## config.mk

```make
export PLATFORM = sky130hd
export DESIGN_NAME = sseg_num_writer_flat
export DESIGN_NICKNAME = d
export VERILOG_FILES = /design/src/rtl/sseg_defs.sv /design/src/rtl/sseg_num_writer_if.sv /design/src/rtl/bin2bcd_seq.sv /design/src/rtl/sseg_num_writer.sv /design/src/flat_wrapper.sv
export SDC_FILE = /design/constraint.sdc
export NUM_CORES = 1
export LEC_CHECK = 0
export ABC_AREA = 1
export BUFFER_PORTS_ARGS = -buffer_cell sky130_fd_sc_hd__buf_2
export CORE_MARGIN = 4
export CORE_UTILIZATION = 59
export DETAILED_ROUTE_END_ITERATION = 16
export PLACE_DENSITY = 0.79
export SKIP_CTS_REPAIR_TIMING = 1
export SLEW_MARGIN = 10
export SYNTH_ARGS = -nofsm -noshare
export SYNTH_HDL_FRONTEND = slang
export SYNTH_SLANG_ARGS = --single-unit
```

## constraint.sdc

```tcl
create_clock -name clk -period 2.1 [get_ports clk]
set_input_delay 0.105 -clock clk [delete_from_list [all_inputs] [get_ports clk]]
set_output_delay 0.105 -clock clk [all_outputs]
set_load 0.05 [all_outputs]
```

## src/rtl/sseg_defs.sv

```systemverilog
// Shared definitions for the seven-segment number writer.
// Holds FSM state encoding, BCD nibble width and decimal limit helper.
package sseg_defs;

    typedef enum logic [2:0] {
        S_IDLE,
        S_ABS,
        S_CONV,
        S_WRITE,
        S_DONE
    } state_e;

    localparam int NIB_W = 4;

    // Largest value that fits in n decimal digits: 10**n - 1.
    function automatic int max_val(input int n);
        int r;
        r = 1;
        for (int i = 0; i < n; i++) begin
            r = r * 10;
        end
        return r - 1;
    endfunction

endpackage

```

## src/rtl/sseg_num_writer_if.sv

```systemverilog
// Request / display-array-write bundle of the seven-segment number writer.
// Requester side: start, value, dp_en, dp_pos, blink_in; writer side: status and write port.
interface sseg_num_writer_if #(
    parameter int VAL_BITS  = 10,
    parameter int SSEG_BITS = 2
);
    logic                 start;
    logic [VAL_BITS-1:0]  value;
    logic                 dp_en;
    logic [SSEG_BITS-1:0] dp_pos;
    logic                 blink_in;
    logic                 busy;
    logic                 done;
    logic                 wr;
    logic [SSEG_BITS-1:0] sel;
    logic [3:0]           val;
    logic                 sseg_en;
    logic                 sign;
    logic                 dp;
    logic                 blink;

    modport master (
        output start, value, dp_en, dp_pos, blink_in,
        input  busy, done, wr, sel, val, sseg_en, sign, dp, blink
    );

    modport slave (
        input  start, value, dp_en, dp_pos, blink_in,
        output busy, done, wr, sel, val, sseg_en, sign, dp, blink
    );
endinterface

```

## src/rtl/bin2bcd_seq.sv

```systemverilog
// Iterative double-dabble: load_i clears BCD and captures bin_i, each step_i does one add-3/shift.
// Ports: clk, reset (async, active-low), load_i, bin_i, step_i, bcd_o (look-ahead), ready_o.
module bin2bcd_seq
    import sseg_defs::*;
#(
    parameter int VAL_BITS = 10,
    parameter int DIGITS   = 3
) (
    input  logic                      clk,
    input  logic                      reset,
    input  logic                      load_i,
    input  logic [VAL_BITS-1:0]       bin_i,
    input  logic                      step_i,
    output logic [NIB_W*DIGITS-1:0]   bcd_o,
    output logic                      ready_o
);
    localparam int BW = NIB_W * DIGITS;
    localparam int CW = $clog2(VAL_BITS + 1);
    localparam logic [CW-1:0] FULL  = CW'(VAL_BITS);
    localparam logic [CW-1:0] LASTC = CW'(VAL_BITS - 1);

    logic [BW-1:0]       bcd_q, bcd_d, adj, sh;
    logic [VAL_BITS-1:0] bin_q, bin_d;
    logic [CW-1:0]       cnt_q, cnt_d;
    logic                adv;

    always_comb begin
        adj = bcd_q;
        for (int i = 0; i < DIGITS; i++) begin
            if (adj[NIB_W*i +: NIB_W] >= 4'd5) begin
                adj[NIB_W*i +: NIB_W] = adj[NIB_W*i +: NIB_W] + 4'd3;
            end
        end
        sh    = {adj[BW-2:0], bin_q[VAL_BITS-1]};
        adv   = step_i && (cnt_q != FULL);
        bcd_d = bcd_q;
        bin_d = bin_q;
        cnt_d = cnt_q;
        if (load_i) begin
            bcd_d = '0;
            bin_d = bin_i;
            cnt_d = '0;
        end else if (adv) begin
            bcd_d = sh;
            bin_d = {bin_q[VAL_BITS-2:0], 1'b0};
            cnt_d = cnt_q + 1'b1;
        end
    end

    // bcd_o shows the value after this cycle's step so the caller
    // can consume the final result on the same edge as the last shift.
    assign bcd_o   = adv ? sh : bcd_q;
    assign ready_o = (cnt_q == FULL) || (adv && cnt_q == LASTC);

    always_ff @(posedge clk or negedge reset) begin
        if (!reset) begin
            bcd_q <= '0;
            bin_q <= '0;
            cnt_q <= '0;
        end else begin
            bcd_q <= bcd_d;
            bin_q <= bin_d;
            cnt_q <= cnt_d;
        end
    end
endmodule

```

## src/rtl/sseg_num_writer.sv

```systemverilog
// Signed binary to BCD converter that loads one digit per cycle into the display array.
// Ports: clk, reset (async, active-low), bus (slave); macro SSEG_NUM_WRITER_ZERO_BLANK_EN enables blanking.
module sseg_num_writer
    import sseg_defs::*;
#(
    parameter int VAL_BITS  = 10,
    parameter int SSEG_BITS = 2,
    parameter int SSEG_N    = 3
) (
    input  logic             clk,
    input  logic             reset,
    sseg_num_writer_if.slave bus
);
    localparam int BW = NIB_W * SSEG_N;
    localparam logic [SSEG_BITS-1:0] LAST = SSEG_BITS'(SSEG_N - 1);

    state_e               state_q, state_d;
    logic [SSEG_BITS-1:0] idx_q, idx_d;
    logic [VAL_BITS-1:0]  value_q, mag;
    logic                 dp_en_q, blink_req_q;
    logic [SSEG_BITS-1:0] dp_pos_q;
    logic                 neg_q, neg_d, ovf_q, ovf_d;
    logic                 load, step, ready;
    logic [BW-1:0]        bcd;

    logic                 busy_q, done_q, wr_q, en_q, sign_q, dp_q, blink_q;
    logic                 wr_d, en_d;
    logic [SSEG_BITS-1:0] sel_q;
    logic [3:0]           val_q, val_d, digit;
`ifdef SSEG_NUM_WRITER_ZERO_BLANK_EN
    logic                 hi_nz;
`endif

    bin2bcd_seq #(
        .VAL_BITS (VAL_BITS),
        .DIGITS   (SSEG_N)
    ) u_b2b (
        .clk     (clk),
        .reset   (reset),
        .load_i  (load),
        .bin_i   (mag),
        .step_i  (step),
        .bcd_o   (bcd),
        .ready_o (ready)
    );

    always_comb begin
        state_d = state_q;
        idx_d   = idx_q;
        neg_d   = neg_q;
        ovf_d   = ovf_q;
        load    = 1'b0;
        step    = 1'b0;
        mag     = value_q[VAL_BITS-1] ? (~value_q + 1'b1) : value_q;
        unique case (state_q)
            S_IDLE: if (bus.start) state_d = S_ABS;
            S_ABS: begin
                neg_d = value_q[VAL_BITS-1];
                ovf_d = 32'(mag) > 32'(max_val(SSEG_N));
                idx_d = '0;
                if (ovf_d) begin
                    state_d = S_WRITE;
                end else begin
                    load    = 1'b1;
                    state_d = S_CONV;
                end
            end
            S_CONV: begin
                step = 1'b1;
                if (ready) begin
                    state_d = S_WRITE;
                    idx_d   = '0;
                end
            end
            S_WRITE: begin
                if (idx_q == LAST) state_d = S_DONE;
                else               idx_d   = idx_q + 1'b1;
            end
            S_DONE:  state_d = S_IDLE;
            default: state_d = S_IDLE;
        endcase
    end

    // Output registers are driven from the next state, so the write port
    // lines up with the state that produces it.
    always_comb begin
        wr_d  = (state_d == S_WRITE);
        digit = '0;
        for (int j = 0; j < SSEG_N; j++) begin
            if (idx_d == SSEG_BITS'(j)) digit = bcd[NIB_W*j +: NIB_W];
        end
`ifdef SSEG_NUM_WRITER_ZERO_BLANK_EN
        hi_nz = 1'b0;
        for (int j = 0; j < SSEG_N; j++) begin
            if (SSEG_BITS'(j) >= idx_d && bcd[NIB_W*j +: NIB_W] != '0) hi_nz = 1'b1;
        end
        en_d = wr_d && (ovf_d || idx_d == '0 || hi_nz
             || (dp_en_q && dp_pos_q >= idx_d && dp_pos_q <= LAST)
             || (neg_d && idx_d == LAST));
`else
        en_d = wr_d;
`endif
        val_d = !wr_d ? 4'd0 : (ovf_d ? 4'd9 : digit);
    end

    always_ff @(posedge clk or negedge reset) begin
        if (!reset) begin
            state_q     <= S_IDLE;
            idx_q       <= '0;
            value_q     <= '0;
            dp_en_q     <= 1'b0;
            dp_pos_q    <= '0;
            blink_req_q <= 1'b0;
            neg_q       <= 1'b0;
            ovf_q       <= 1'b0;
            busy_q      <= 1'b0;
            done_q      <= 1'b0;
            wr_q        <= 1'b0;
            sel_q       <= '0;
            val_q       <= '0;
            en_q        <= 1'b0;
            sign_q      <= 1'b0;
            dp_q        <= 1'b0;
            blink_q     <= 1'b0;
        end else begin
            state_q <= state_d;
            idx_q   <= idx_d;
            neg_q   <= neg_d;
            ovf_q   <= ovf_d;
            if (state_q == S_IDLE && bus.start) begin
                value_q     <= bus.value;
                dp_en_q     <= bus.dp_en;
                dp_pos_q    <= bus.dp_pos;
                blink_req_q <= bus.blink_in;
            end
            busy_q  <= (state_d != S_IDLE);
            done_q  <= (state_d == S_DONE);
            wr_q    <= wr_d;
            sel_q   <= wr_d ? idx_d : '0;
            val_q   <= val_d;
            en_q    <= en_d;
            sign_q  <= wr_d && neg_d && (idx_d == LAST);
            dp_q    <= wr_d && dp_en_q && (dp_pos_q == idx_d);
            blink_q <= wr_d && (blink_req_q || ovf_d);
        end
    end

    assign bus.busy    = busy_q;
    assign bus.done    = done_q;
    assign bus.wr      = wr_q;
    assign bus.sel     = sel_q;
    assign bus.val     = val_q;
    assign bus.sseg_en = en_q;
    assign bus.sign    = sign_q;
    assign bus.dp      = dp_q;
    assign bus.blink   = blink_q;
endmodule

```

## src/flat_wrapper.sv

```systemverilog
// flat-port wrapper written by rule: the top's interface ports become plain ports
module sseg_num_writer_flat import sseg_defs::*;
#(
    parameter int VAL_BITS  = 10,
    parameter int SSEG_BITS = 2,
    parameter int SSEG_N    = 3
)
  (clk, reset, bus_start, bus_value, bus_dp_en, bus_dp_pos, bus_blink_in, bus_busy, bus_done, bus_wr, bus_sel, bus_val, bus_sseg_en, bus_sign, bus_dp, bus_blink);
  sseg_num_writer_if #(.VAL_BITS(VAL_BITS), .SSEG_BITS(SSEG_BITS)) bus_i ();
  input  logic clk;
  input  logic reset;
  input wire logic [$bits(bus_i.start)-1:0] bus_start;
  input wire logic [$bits(bus_i.value)-1:0] bus_value;
  input wire logic [$bits(bus_i.dp_en)-1:0] bus_dp_en;
  input wire logic [$bits(bus_i.dp_pos)-1:0] bus_dp_pos;
  input wire logic [$bits(bus_i.blink_in)-1:0] bus_blink_in;
  output wire logic [$bits(bus_i.busy)-1:0] bus_busy;
  output wire logic [$bits(bus_i.done)-1:0] bus_done;
  output wire logic [$bits(bus_i.wr)-1:0] bus_wr;
  output wire logic [$bits(bus_i.sel)-1:0] bus_sel;
  output wire logic [$bits(bus_i.val)-1:0] bus_val;
  output wire logic [$bits(bus_i.sseg_en)-1:0] bus_sseg_en;
  output wire logic [$bits(bus_i.sign)-1:0] bus_sign;
  output wire logic [$bits(bus_i.dp)-1:0] bus_dp;
  output wire logic [$bits(bus_i.blink)-1:0] bus_blink;
  assign bus_i.start = bus_start;
  assign bus_i.value = bus_value;
  assign bus_i.dp_en = bus_dp_en;
  assign bus_i.dp_pos = bus_dp_pos;
  assign bus_i.blink_in = bus_blink_in;
  assign bus_busy = bus_i.busy;
  assign bus_done = bus_i.done;
  assign bus_wr = bus_i.wr;
  assign bus_sel = bus_i.sel;
  assign bus_val = bus_i.val;
  assign bus_sseg_en = bus_i.sseg_en;
  assign bus_sign = bus_i.sign;
  assign bus_dp = bus_i.dp;
  assign bus_blink = bus_i.blink;
  sseg_num_writer #(.VAL_BITS(VAL_BITS), .SSEG_BITS(SSEG_BITS), .SSEG_N(SSEG_N)) u_core (.clk(clk), .reset(reset), .bus(bus_i));
endmodule
```

== Word level (Yosys, flattened, before mapping) ==
Cells that the tools add are included.

* Multiply operators: 0
* Multiplexer cells: 29
* Add/sub/neg operators: 6
* Magnitude comparators: 4
* Bitwise operators: 1
* Divide/modulo/power cells: 0
* Reductions and logical operators: 14
* Eq/ne operators: 12
* Shifts and indexed selects: 0

{| class="wikitable"
|+ Operators with widths
! cell !! count
|-
| 4-bit 2-to-1 mux || 9
|-
| 10-bit 2-to-1 mux || 3
|-
| 12-bit 2-to-1 mux || 2
|-
| 4-bit by 3-bit greater-or-equal comparator with 1-bit output, second input constant || 3
|-
| 3-bit 2-to-1 mux || 4
|-
| 3-bit one-hot mux with 4 select lines || 1
|-
| 10-bit by 1-bit adder with 10-bit output, second input constant || 1
|-
| 10-bit greater-than comparator, second input constant || 1
|-
| 10-bit inverter || 1
|-
| 3-bit by 2-bit equality test with 1-bit output, second input constant || 3
|-
| 4-bit by 2-bit adder with 4-bit output, second input constant || 2
|-
| 4-bit equality test, second input constant || 2
|-
| 1-bit logical AND || 8
|-
| 1-bit 2-to-1 mux || 6
|-
| 2-bit 2-to-1 mux || 3
|-
| 2-bit one-hot mux with 3 select lines || 1
|-
| 4-bit by 1-bit adder with 4-bit output, second input constant || 1
|-
| 2-bit equality test, second input constant || 2
|-
| 4-bit inequality test, second input constant || 1
|-
| 3-bit by 2-bit adder with 3-bit output, second input constant || 1
|-
| 3-bit by 1-bit equality test with 1-bit output, second input constant || 1
|-
| 3-bit equality test, second input constant || 1
|-
| 3-bit zero test || 1
|-
| 3-bit nonzero test || 1
|-
| 6 further kinds || 7
|}

* Input port bits: 17
* Register bits: 59
* Logic and storage cells: 85
* Bits in writable memories: 0
* Bits in latches: 0
* Bits in read-only memories: 0
* Memories: 0

== Longest topological paths before layout ==
* Depth after elaboration: 13
* Mapped depth: 14

== Hierarchy ==
A second synthesis with hierarchy kept.

* Cell total of the unflattened synthesis: 384
* Area, all modules: 3,205.6 µm²

{| class="wikitable"
|+ Modules (own cells, without submodules)
! module !! area an instance (µm²) !! sequential area each (µm²) !! cells an instance !! times used
|-
| bin2bcd_seq || 1,609.0 || 650.6 || 206 || 1
|-
| sseg_num_writer || 1,596.5 || 825.8 || 178 || 1
|}

== Least setup slack after synthesis ==
Ideal clock, no wire load.

* Kind: flip-flop to flip-flop
* From: register u_core.u_b2b.cnt_q[0]
* To: register u_core.val_q[2] (netlist: u_core.bus.val[2])
* Clock period less this slack: 1.609 ns
* Data required time: 1.984 ns
* Setup time: 0.116 ns
* Slack: 0.491 ns
* Cell stages (with the launch flop): 12
* Path buffers: 1
* Arrival: 1.493 ns
* Cell sequence: dfrtp_1 -> inv_1 -> ha_1 -> nand3_2 -> inv_1 -> nor2_2 -> buf_2 -> o21ai_0 -> o21bai_1 -> nand2_1 -> nand2_1 -> nor2_1

* Cells in the longest elaborated chain, start to end: 12

{| class="wikitable"
|+ RTL lines
! element !! RTL line !! text
|-
| start, declared || bin2bcd_seq.sv:24 || <nowiki>logic [CW-1:0] cnt_q, cnt_d;</nowiki>
|-
| start signal, assigned || bin2bcd_seq.sv:63 || <nowiki>cnt_q <= cnt_d;</nowiki>
|-
| 4-bit inequality test || bin2bcd_seq.sv:35 || <nowiki>adv = step_i && (cnt_q != FULL);</nowiki>
|-
| 1-bit logical AND || bin2bcd_seq.sv:35 ||
|-
| 1-bit logical AND || bin2bcd_seq.sv:53 || <nowiki>assign ready_o = (cnt_q == FULL) || (adv && cnt_q == LASTC);</nowiki>
|-
| 1-bit logical OR || bin2bcd_seq.sv:53 ||
|-
| 2-bit 2-to-1 mux || sseg_num_writer.sv:70 || <nowiki>if (ready) begin</nowiki>
|-
| 2-bit one-hot mux with 3 select lines || sseg_num_writer.sv:55 || <nowiki>unique case (state_q)</nowiki>
|-
| 2-bit zero test || sseg_num_writer.sv:90 || <nowiki>if (idx_d == SSEG_BITS'(j)) digit = bcd[NIB_W*j +: NIB_W];</nowiki>
|-
| 4-bit 2-to-1 mux (3 in a row) || sseg_num_writer.sv:90 ||
|-
| 4-bit 2-to-1 mux || sseg_num_writer.sv:103 || <nowiki>val_d = !wr_d ? 4'd0 : (ovf_d ? 4'd9 : digit);</nowiki>
|-
| 4-bit 2-to-1 mux * || sseg_num_writer.sv:103 ||
|-
| via u_core.val_d[2] || sseg_num_writer.sv:29 || <nowiki>logic [3:0] val_q, val_d, digit;</nowiki>
|-
| end signal, assigned || sseg_num_writer.sv:140 || <nowiki>val_q <= val_d;</nowiki>
|-
| end, declared || sseg_num_writer.sv:29 ||
|}

The timed path passes the listed nets; every way through them passes the cells marked *.
A chain may end at the register's enable or synchronous reset.

== Final worst setup path ==
* From: register u_core.u_b2b.cnt_q[0]
* To: register u_core.val_q[3] (netlist: u_core.bus.val[3])

The elaborated chain is that of the path after synthesis.

==> impl_metrics.csv <==
group,metric,value,unit
outcome,status,"finished, final reports clean",
clock_network,clkSinkCount,59,
cells_and_area,fillers,401,
hold_path,holdPathEnd,"u_core.value_q[7]",
floorplan,die_height,80.8,um
synth,synth.net_count,398,
clock_network,clock_path_buffers,2,
timing,final_min_period_over_clock_period,0.845,
synth,synthesis.area,0.00312,mm^2
cells_and_area,flow.area_growth_from_synthesis,14.5,%
power_and_ir_drop,power_density,1580,mW/mm^2
synth,synthMostInstantiatedCell,"sky130_fd_sc_hd__nand2_1",
timing,max_slew_headroom,0.511,
floorplan,initial_utilization,0.612,
power_and_ir_drop,power.share.combinational,0.503,
drt,number_of_search_and_repair_iterations_in_the_first_detailed_routing_pass,4,
synth,yosysTopAreaCellShare,0.473,
setup_path,worstPathRequired,2320,ps
placed_design,detailedPlace.worstSlack,340,ps
power_and_ir_drop,power.switching,2.63,mW
setup_path,endpoint_kind,"flip-flop",
synth,synth-seq-area-share,0.473,
timing,timing.final.setup_violations,0,
synth,postSynthAreaPerCell,8.47,um^2
drt,detailedRoute.firstIterationViolations,48,
drt,routed-via-count,2526,
setup_path,timing.rr.start,"u_core.u_b2b.cnt_q[0]",
timing,timing.clock.skew,8.55,ps
setup_path,critPathLaunchType,"flip-flop",
drt,vias_per_cell,5.20,
floorplan,core_region_area,0.00511,mm^2
power_and_ir_drop,power.share.sequential,0.335,
setup_path,cp_cell_instances,"inv_1, ha_1, nand3_2, buf_4, nand2_4, o21ai_1, nand2_1, nand3_1, nand2_1, nor2_1, nor2_1",
power_and_ir_drop,power.switching_fraction,0.464,
floorplan,die_area,0.00652,mm^2
synth,yosysUniqueCellTypes,35,
drt,wire_length_reported_by_the_detailed_router,6.53,mm
hold_path,min_delay_path_depth,3,
power_and_ir_drop,peakVddDrop,0.875,mV
global_routing,grtUsageTotal,0.228,
synth,synth_top_flop_cell,"sky130_fd_sc_hd__dfrtp_1",
setup_path,cpMaxStageDelayCell,"sky130_fd_sc_hd__dfrtp_1",
global_routing,grt_pass1_wl,11.3,mm
timing,finalHoldWorstSlack,9.30,ps
setup_path,timing.critical_path.max_delay_family,"simple AND/OR/NAND/NOR gates",
setup_path,crit_path_max_incr_delay,400,ps
synth,synth_enable_flop_cells,0,
floorplan,design.portCount,30,
clock_network,h_tree_lvl_count,3,
setup_path,critPathMaxFanout,19,
synth,synth.largest_area_cell,"sky130_fd_sc_hd__dfrtp_1",
synth,number_of_storage_elements_in_the_synthesis_netlist,59,
clock_network,clock-root-buffer,"sky130_fd_sc_hd__clkbuf_8",
timing,max_freq,563,MHz
cells_and_area,number_of_nets_in_the_finished_design,440,
timing,setup-tns-final,0,ps
floorplan,num_rows,26,
global_routing,globalRoute.totalOverflow,0,
clock_network,clk_pin_slew,60,ps
synth,ys.warnings.count,0,
setup_path,rr_worst_depth,11,
timing,grt_setup_unrepaired,"no",
flow_run,maxCapViolCount,0,
setup_path,path_class,"flip-flop to flip-flop",
cells_and_area,multi_input_area,0.00137,mm^2
synth,post_synth_most_frequent_cells,"sky130_fd_sc_hd__nand2_1, sky130_fd_sc_hd__dfrtp_1, sky130_fd_sc_hd__inv_1",
power_and_ir_drop,p_leak,1.90,nW
clock_network,clkLatencyLatePin,340,ps
floorplan,die_w,80.8,um
drt,route.antenna.remaining_nets,0,
setup_path,regToRegSetupSlack,330,ps
placed_design,gp_congestion,0.849,
cells_and_area,proportion_of_layout_cells_with_a_drive_suffix_above_1,0.178,
timing,slew_viol_final,0,
cells_and_area,antenna_cells,0,
setup_path,crit_arrival,2000,ps
hold_path,hold_path_class,"primary input to flip-flop",
cells_and_area,layout.area.seq,0.00148,mm^2
timing,timing.final.crit_period,1770,ps
drt,drt_drc_violations_left,0,
power_and_ir_drop,internal_power,3.04,mW
hold_path,timing.hold.worst.start,"bus_value[7]",
timing,final_hold_violations,0,
timing,timing.final.ws_setup,325,ps
synth,synth_cells,369,
setup_path,regToRegEndpoint,"u_core.bus.val[3]",
synth,synth-async-reset-ratio,1.00,
power_and_ir_drop,clock_power_share,0.162,
global_routing,grt_antenna_before_repair,0,
global_routing,vias_in_the_first_global_route,2514,
clock_network,cts_inserted_buffers,9,
placed_design,count_of_buffers_from_port_buffering,29,
synth,synthTopCellsByArea,"sky130_fd_sc_hd__dfrtp_1, sky130_fd_sc_hd__nand2_1, sky130_fd_sc_hd__inv_1, sky130_fd_sc_hd__ha_1, sky130_fd_sc_hd__nand3_1",
clock_network,tritoncts,"yes",
placed_design,dpl.hpwl,4.52,mm
drt,routedWlPerCell,13.4,um
timing,timing_worst_slew_pin_value,733,ps
global_routing,grt_start_max_net_pins,60,
setup_path,critical_path.n_buffers_inverters,2,
metrics by stage:
stage / util / area [um^2] / power [mW] / std cells
floorplan: - / 3120 / 4.09 / 369
global placement: 0.655 / 3350 / 4.62 / 464
detailed placement: 0.655 / 3350 / 4.73 / 464
CTS: 0.689 / 3520 / 5.68 / 480
global route: 0.701 / 3580 / 6.17 / 486
finish: 0.701 / 3580 / 5.66 / 486
worst max-delay path by stage:
stage,start,to,slack [ps],depth (start not counted)
floorplan,u_core.u_b2b.cnt_q[0],u_core.bus.val[2],490,11
global placement,u_core.u_b2b.cnt_q[0],u_core.bus.val[0],390,12
detailed placement,u_core.u_b2b.cnt_q[0],u_core.bus.val[3],340,11
CTS,u_core.u_b2b.cnt_q[0],u_core.bus.val[3],320,11
global route,u_core.u_b2b.cnt_q[0],u_core.bus.val[0],130,12
finish,u_core.u_b2b.cnt_q[0],u_core.bus.val[3],330,11
cell usage in the layout (no fill, tap or decap), types with 6 or more instances in the layout:
cell / count
sky130_fd_sc_hd__a21oi_1: 16
sky130_fd_sc_hd__buf_2: 29
sky130_fd_sc_hd__clkbuf_8: 11
sky130_fd_sc_hd__dfrtp_1: 59
sky130_fd_sc_hd__dlygate4sd3_1: 6
sky130_fd_sc_hd__ha_1: 12
sky130_fd_sc_hd__inv_1: 54
sky130_fd_sc_hd__nand2_1: 71
sky130_fd_sc_hd__nand3_1: 29
sky130_fd_sc_hd__nand4_1: 8
sky130_fd_sc_hd__nor2_1: 37
sky130_fd_sc_hd__o21ai_0: 20
sky130_fd_sc_hd__xor2_1: 11
state kept, by name (all words and copies together), names as in the netlist, 2 cells and up:
name	cells
u_core.u_b2b.bcd_q	12
u_core.u_b2b.bin_q	10
u_core.value_q	10
u_core.bus.val	4
u_core.u_b2b.cnt_q	4
u_core.state_q	3
u_core.bus.sel	2
u_core.dp_pos_q	2
u_core.idx_q	2
layout make-up:
cell class / instances / share of cell area
Clock buffer: 14 / 0.0455
Clock inverter: 2 / 0.00280
Inverter: 58 / 0.0629
Multi-Input combinational cell: 243 / 0.384
Sequential cell: 59 / 0.413
Tap cell: 70 / 0.0245
Timing Repair Buffer: 40 / 0.0678
layer usage:
metal	wire, um	vias to the layer above	global-route usage	part of all wire
li1	-	1274	-	-
met1	2900	1186	0.277	0.44
met2	3230	49	0.380	0.49
met3	229	17	0.0576	0.035
met4	164	0	0.108	0.025
met5	0	-	0	0
cell families (layout without fill, tap and decap cells):
| logic type | after synthesis | after routing | synth area share |
|---|---|---|---|
| fa+ha+maj | 12 | 12 | 0.0481 |
| buf+inv | 67 | 114 | 0.0877 |
| flops | 59 | 59 | 0.473 |
| simple gates | 165 | 165 | 0.252 |
| mux | 5 | 5 | 0.0180 |
| compound gates | 50 | 50 | 0.0909 |
| xor+xnor | 11 | 11 | 0.0308 |
worst register-to-register path: cells and delay by family (launching register included):
kind,cells,cell delay [ps]
buf+inv,2,240
fa+ha+maj,1,210
flops,1,400
simple gates,7,590
compound gates,1,220
power groups by stage:
stage               Combinational (mW)  Clock (mW)  Sequential [mW]
floorplan                         2.05           0             2.04
global placement                  2.72           0             1.90
detailed placement                2.81           0             1.92
CTS                               2.85       0.932             1.90
global route                      3.22       0.998             1.95
finish                            2.85       0.917             1.90
No activity file was read; power rests on OpenSTA's default activity.
